## config.mk

```make
export PLATFORM = sky130hd
export DESIGN_NAME = srv_line_fill
export DESIGN_NICKNAME = d
export VERILOG_FILES = /design/src/rtl/srv_line_fill.sv
export SDC_FILE = /design/constraint.sdc
export NUM_CORES = 1
export LEC_CHECK = 0
export ABC_CLOCK_PERIOD_IN_PS = 1850
export CAP_MARGIN = 20
export CORE_ASPECT_RATIO = 0.8
export CORE_MARGIN = 2
export CORE_UTILIZATION = 45
export DETAILED_ROUTE_END_ITERATION = 6
export PLACE_DENSITY_LB_ADDON = 0.05
export RECOVER_POWER = 25
export SLEW_MARGIN = 10
export SYNTH_ARGS = -nofsm -noshare
export SYNTH_HDL_FRONTEND = slang
export SYNTH_SLANG_ARGS = --single-unit
```

## constraint.sdc

```tcl
create_clock -name clk -period 1.85 [get_ports clk]
set_input_delay 0.2775 -clock clk [delete_from_list [all_inputs] [get_ports clk]]
set_output_delay 0.2775 -clock clk [all_outputs]
set_load 0.02 [all_outputs]
```

## src/rtl/srv_line_fill.sv

```systemverilog
`default_nettype none
// ============================================================================
// srv_line_fill : fetches a 16-byte line word by word from the ROM and returns it
// Revision 1.0
// ============================================================================
module srv_line_fill #(
  parameter int MEM_LATENCY = 1,
  parameter int CNT_WIDTH   = 16
) (
  input  logic                 clk,
  input  logic                 rst,
  input  logic [31:0]          ext_addr_i,
  input  logic                 ext_req_i,
  output logic                 ext_rsp_o,
  output logic [127:0]         ext_data_o,
  output logic [31:0]          rom_addr_o,
  input  logic [31:0]          rom_data_i,
  output logic                 busy_o,
  output logic [CNT_WIDTH-1:0] fill_cnt_o
);

  typedef enum logic [1:0] {
    S_IDLE  = 2'd0,
    S_FETCH = 2'd1,
    S_RESP  = 2'd2
  } state_t;

  localparam logic [3:0] c_WAIT_INIT = 4'(MEM_LATENCY - 1);

  state_t      r_state;
  state_t      w_state_nxt;
  logic [27:0] r_line_base;
  logic [1:0]  r_word_idx;
  logic [3:0]  r_wait;
  logic [95:0] r_line_buf;
  logic        w_word_done;
  logic        w_unused;

  // The byte offset within the line never affects which line is fetched.
  assign w_unused    = ^ext_addr_i[3:0];
  assign w_word_done = (r_state == S_FETCH) && (r_wait == 4'd0);
  assign rom_addr_o  = (r_state == S_FETCH) ? {2'b00, r_line_base, r_word_idx} : 32'd0;

  always_ff @(posedge clk) begin
    if (rst) begin
      r_state <= S_IDLE;
    end else begin
      r_state <= w_state_nxt;
    end
  end

  always_comb begin
    w_state_nxt = r_state;
    case (r_state)
      S_IDLE:  if (ext_req_i) w_state_nxt = S_FETCH;
      S_FETCH: if (w_word_done && (r_word_idx == 2'd3)) w_state_nxt = S_RESP;
      S_RESP:  w_state_nxt = S_IDLE;
      default: w_state_nxt = S_IDLE;
    endcase
  end

  always_ff @(posedge clk) begin
    if (rst) begin
      r_line_base <= '0;
      r_word_idx  <= '0;
      r_wait      <= '0;
      r_line_buf  <= '0;
      ext_rsp_o   <= 1'b0;
      ext_data_o  <= '0;
      busy_o      <= 1'b0;
      fill_cnt_o  <= '0;
    end else begin
      ext_rsp_o <= (w_state_nxt == S_RESP);
      busy_o    <= (w_state_nxt != S_IDLE);
      case (r_state)
        S_IDLE: begin
          if (ext_req_i) begin
            r_line_base <= ext_addr_i[31:4];
            r_word_idx  <= 2'd0;
            r_wait      <= c_WAIT_INIT;
          end
        end
        S_FETCH: begin
          if (r_wait != 4'd0) begin
            r_wait <= r_wait - 4'd1;
          end else if (r_word_idx != 2'd3) begin
            r_line_buf[{r_word_idx, 5'd0} +: 32] <= rom_data_i;
            r_word_idx <= r_word_idx + 2'd1;
            r_wait     <= c_WAIT_INIT;
          end else begin
            // Last word goes straight to the output alongside the buffered three.
            ext_data_o <= {rom_data_i, r_line_buf};
            fill_cnt_o <= fill_cnt_o + CNT_WIDTH'(1);
          end
        end
        default: ;
      endcase
    end
  end

endmodule
`default_nettype wire

```

-- Word level (Yosys, flattened, before mapping)
Index checks and enable logic that the tools add are counted.
Widths: inputs -> output; s select.
- bits in registers: 278
- output and inout bits: 178
- add/sub/neg operators: 4
- equal/unequal tests: 8
- shift operators: 2
- multiplexer cells: 13
- bitwise logic cells: 2
- reductions and logical operators: 12
- operators by type and width (operator ; count):
    $bwmux 96 ; 1
    $shift 32x9->96 const A ; 1
    $shiftx 32x9->96 ; 1
    $mux 30 ; 1
    $add 16x1->16 const B ; 1
    $mux 4 ; 3
    $mux 2 ; 5
    $neg 7->9 ; 1
    $reduce_and 3->1 ; 3
    $pmux 2 s2 ; 2
    $pmux 4 s2 ; 1
    $ne 2x2->1 const B ; 3
    $eq 2x2->1 const B ; 2
    $logic_not 4->1 ; 1
    $reduce_and 4->1 ; 1
    $reduce_bool 2->1 ; 2
    $reduce_bool 4->1 ; 1
    $sub 4x1->4 const B ; 1
    $ne 3x1->1 const B ; 1
    $add 2x1->2 const B ; 1
    $eq 2x1->1 const B ; 1
    $logic_and 1x1->1 ; 2
    $logic_not 2->1 ; 1
    $ne 2x1->1 const B ; 1
    2 further kinds ; 3

-- Depth between registers and ports, before layout
- word-level depth: 6
- gate-level depth with buffers: 8
- mapped depth without buffers: 6

-- Worst setup path before layout
No wires, ideal clock.
- kind: flip-flop to flip-flop
- from: register r_word_idx[0]
- to: register r_line_buf[10]
- library setup time: 0.070 ns
- arrival time: 1.744 ns
- data required time: 1.780 ns
- setup slack: 0.036 ns
- cell stages (with the launch flop): 7
- cell sequence: dfxtp_1 inv_1 ha_1 nor3b_1 clkbuf_1 nand3_1 a21oi_1
- longest elaborated chain between the ends: 3
- elaborated cells between the ends (all ways): 6
- classes of those cells: add/sub: 1; eq/ne: 1; shift: 2; mux: 1; reduce/logical: 1
- ends and longest elaborated chain (item ; RTL line ; RTL):
    from (decl) ; 33 ; logic [1:0] r_word_idx;
    from (signal assigned) ; 88 ; r_word_idx <= r_word_idx + 2'd1;
    $neg 7->9 ; 87 ; r_line_buf[{r_word_idx, 5'd0} +: 32] <= rom_data_i;
    $shiftx 32x9->96 / $shift 32x9->96 (equally long branches) ; 87 ;
    $bwmux 96 ; 87 ;
    to (signal, indexed assignment) ; 87 ;
    to (decl) ; 35 ; logic [95:0] r_line_buf;
Several ways; a longest one is shown, not always the timed one.
A chain may end at the register's enable or synchronous reset.

-- Worst setup path in the final report
- from: register r_state[0]
- to: output rom_addr_o[6]
- longest elaborated chain between the ends: 2
- ends and longest elaborated chain (item ; RTL line ; RTL):
    from (decl) ; 30 ; state_t r_state;
    from (signal assigned) ; 48 ; r_state <= w_state_nxt;
    $eq 2x1->1 ; 42 ; assign rom_addr_o = (r_state == S_FETCH) ? {2'b00, r_line_base, r_word_idx} : 32'd0;
    $mux 30 ; 42 ;
    to (decl) ; 16 ; output logic [31:0] rom_addr_o,
No other way between the ends.

==> metrics.cfg <==
[outcome]
outcome=finished, final reports clean

[logic_synthesis]
synth_warnings=0
ys_ff_latch=278
syn_avg_cell_area_um2=7.96
synth_top_cell_by_area=dfxtp_1
synthCells=1286
yosys-top-cells-area=dfxtp_1 (54%), nand2_1 (15%), a21oi_1 (13%)
ys_types=37
mappedNetlistArea_um2=10200
ys_seq_area_share_pct=54.3
yosysTopAreaCellShare_pct=54.3

[route]
postRouteAntennaNets=0
wl_per_cell_um=16.5
via_per_inst=5.17
first_pass_iters=5
post-route-drc-count=0
drt_iter0_drc=710
wirelength_mm=30.2
dr_total_vias=9494

[clock_tree]
cts_tree=done
cts.sinks=278
cts_hold_buf=0
tritoncts.num_buffers=28
clk_pin_slew_ps=60
clk_latency_ps=530
htree_levels=1
ctsLongestPathBuffers=3
cts_root_buf=clkbuf_16

[final_layout]
final_cell_mix=nand2_1 (416), dfxtp_1 (275), a21oi_1 (267), clkdlybuf4s50_1 (185), nand3_1 (106)
final_common_cell=nand2_1
multiInputGateArea_um2=4350
seqCellArea_um2=5570
final_layout_size_suffix_gt1_share_pct=11.2
diodes=0
area_growth_pct=39.9
num-fill-cells=1978
fin_nets=1588

[floorplanning]
initial_core_util_pct=45.6
fp-row-count=49
die-height_um=139
die_w_um=173
die_area_um2=24000
io_pins=245
core_area_um2=22400

[timing]
period_share_pct=97.9
fmax_mhz=552
period_needed_ps=1810
whs_ps=275
hold_viol_final=0
rsz0062_at_grt=true
tns_ps=0
slew_headroom_pct=55.3
tightest_slew_ps=669
finalSetupViolCount=0
slew_violations=0
clock_skew_ps=7.38

[place]
port_buffers=238
place.gp.congestion=0.804
post-dp-hpwl_mm=20.1

[grt]
grt_pass1_wl_mm=47.8
antenna_found_initial=0
grt_start_max_net_pins=69
globalRouteOverflowTotal=0
grt_pass1_vias=8756
track_usage_pct=24.3

[critical_path]
reg2reg_to=fill_cnt_o[14]
arrival_ps=1530
path_max_fanout=6
worstPathCellList=nor2b_4, buf_6, buf_6, and2_4, buf_6
cp_slowest_cell=dfxtp_2
required_ps=1570
cp_common_cell=buf_6
rrSetupSlack_ps=70
ff2ff_path_depth=6
slowest_delay_ps=330
reg2reg_from=r_word_idx[0]
crit_family=buffers and inverters
critPathLaunchType=register
cp-end-kind=output port
crit_type=reg -> out
path_buf_inv=3

[hold_path]
worstHoldStart=rst
min_path_type=in -> reg
min_path_cells=2
min_to=ext_data_o[87]

[power]
pwr_density_cell_nw_per_um2=894
p_leak_nw=5.02
ir_drop_v=0.000644

[job]
cap_violations=0

==> layout make-up <==
cell class                 instances  area share [%]
sequential                       278            38.9
multi-input combinational        900            30.4
timing repair buffer             299            21.5
clock buffer                      43            5.92
tap                              306            2.67
clock inverter                     4           0.489
inverter                           6           0.157
==> metrics by stage <==
stage	util, %	instance area (um^2)	instances	power [mW]	worst slack (ps)
after global placement	59.4	13300	1783	7.23	15.4
after global routing	63.9	14300	1836	13.3	-38.3
after floorplan	-	10200	1287	6.73	35.6
after detailed placement	59.4	13300	1783	7.23	-7.31
after CTS	63.6	14300	1838	12.9	-24.5
final	63.9	14300	1836	12.8	39.4
==> state kept, by name, indices dropped and copies added, names as in the netlist <==
register and flops:
busy_o 1, ext_data_o 128, ext_rsp_o 1, fill_cnt_o 16, r_line_base 28, r_line_buf 96, r_state 2, r_wait 4
r_word_idx 2
==> cell families (layout without fill, tap and decap cells) <==
logic type      Yosys count  after routing  synth area share, %
compound gates          278            278                 13.7
xor+xnor                  8              8                0.684
fa+ha+maj                 8              8                0.977
buf+inv                 109            352                 4.58
flops                   278            278                 54.3
mux                       1              1               0.0977
other cells               1              2               0.0366
simple gates            603            603                 25.6
==> power by group <==
group / switching (mW) / leakage, nW / internal [mW]
sequential: 0.0606 / 2.25 / 6.09
clock: 2.25 / 0.452 / 3.40
combinational: 0.589 / 2.32 / 0.424
==> layer usage <==
layer / share of wire (%) / wire length, um / global-route usage [%]
met5: 0 / 0 / 0
met4: 2.6 / 785 / 7.00
met1: 45 / 13700 / 33.4
met3: 6.8 / 2060 / 5.51
met2: 45 / 13600 / 38.4
==> cell usage after synthesis, drive strengths merged <==
library cell,instances
inv,6
mux2i,1
dfxtp,278
o21ai,5
nand3b,1
nand2b,1
xor2,4
conb,1
or3,5
buf,39
nor3,2
ha,8
nor4,3
nor2b,1
nand4,3
nor2,14
or4,5
and3,5
clkbuf,64
and2,29
o31ai,5
and4,1
nand3,107
nor4b,1
xnor2,4
nand2,417
nor3b,6
and4bb,1
a21oi,268
nand4bb,1
==> how the worst max path moves through the flow <==
stage             startpoint        endpoint  slack [ps]  cells after the start
5_1_grt        r_word_idx[1]  r_line_buf[21]         -40                      7
3_5_place_dp   r_word_idx[0]  fill_cnt_o[12]          -7                      6
6_report          r_state[0]   rom_addr_o[6]          40                      5
4_1_cts           r_state[0]   rom_addr_o[6]         -20                      6
2_1_floorplan  r_word_idx[0]  r_line_buf[10]          40                      6
3_3_place_gp   r_word_idx[0]  fill_cnt_o[14]          20                      6
==> timing repair <==
item / in CTS / in global routing
gates cloned: 2 / 0
endpoints found under the setup margin: 48 / 124
setup buffers: 6 / 0
resized for setup: 164 / 67
pin swaps: 2 / 8
endpoints found under the hold margin: 0 / 0
Power figures use the tool's default switching activity.
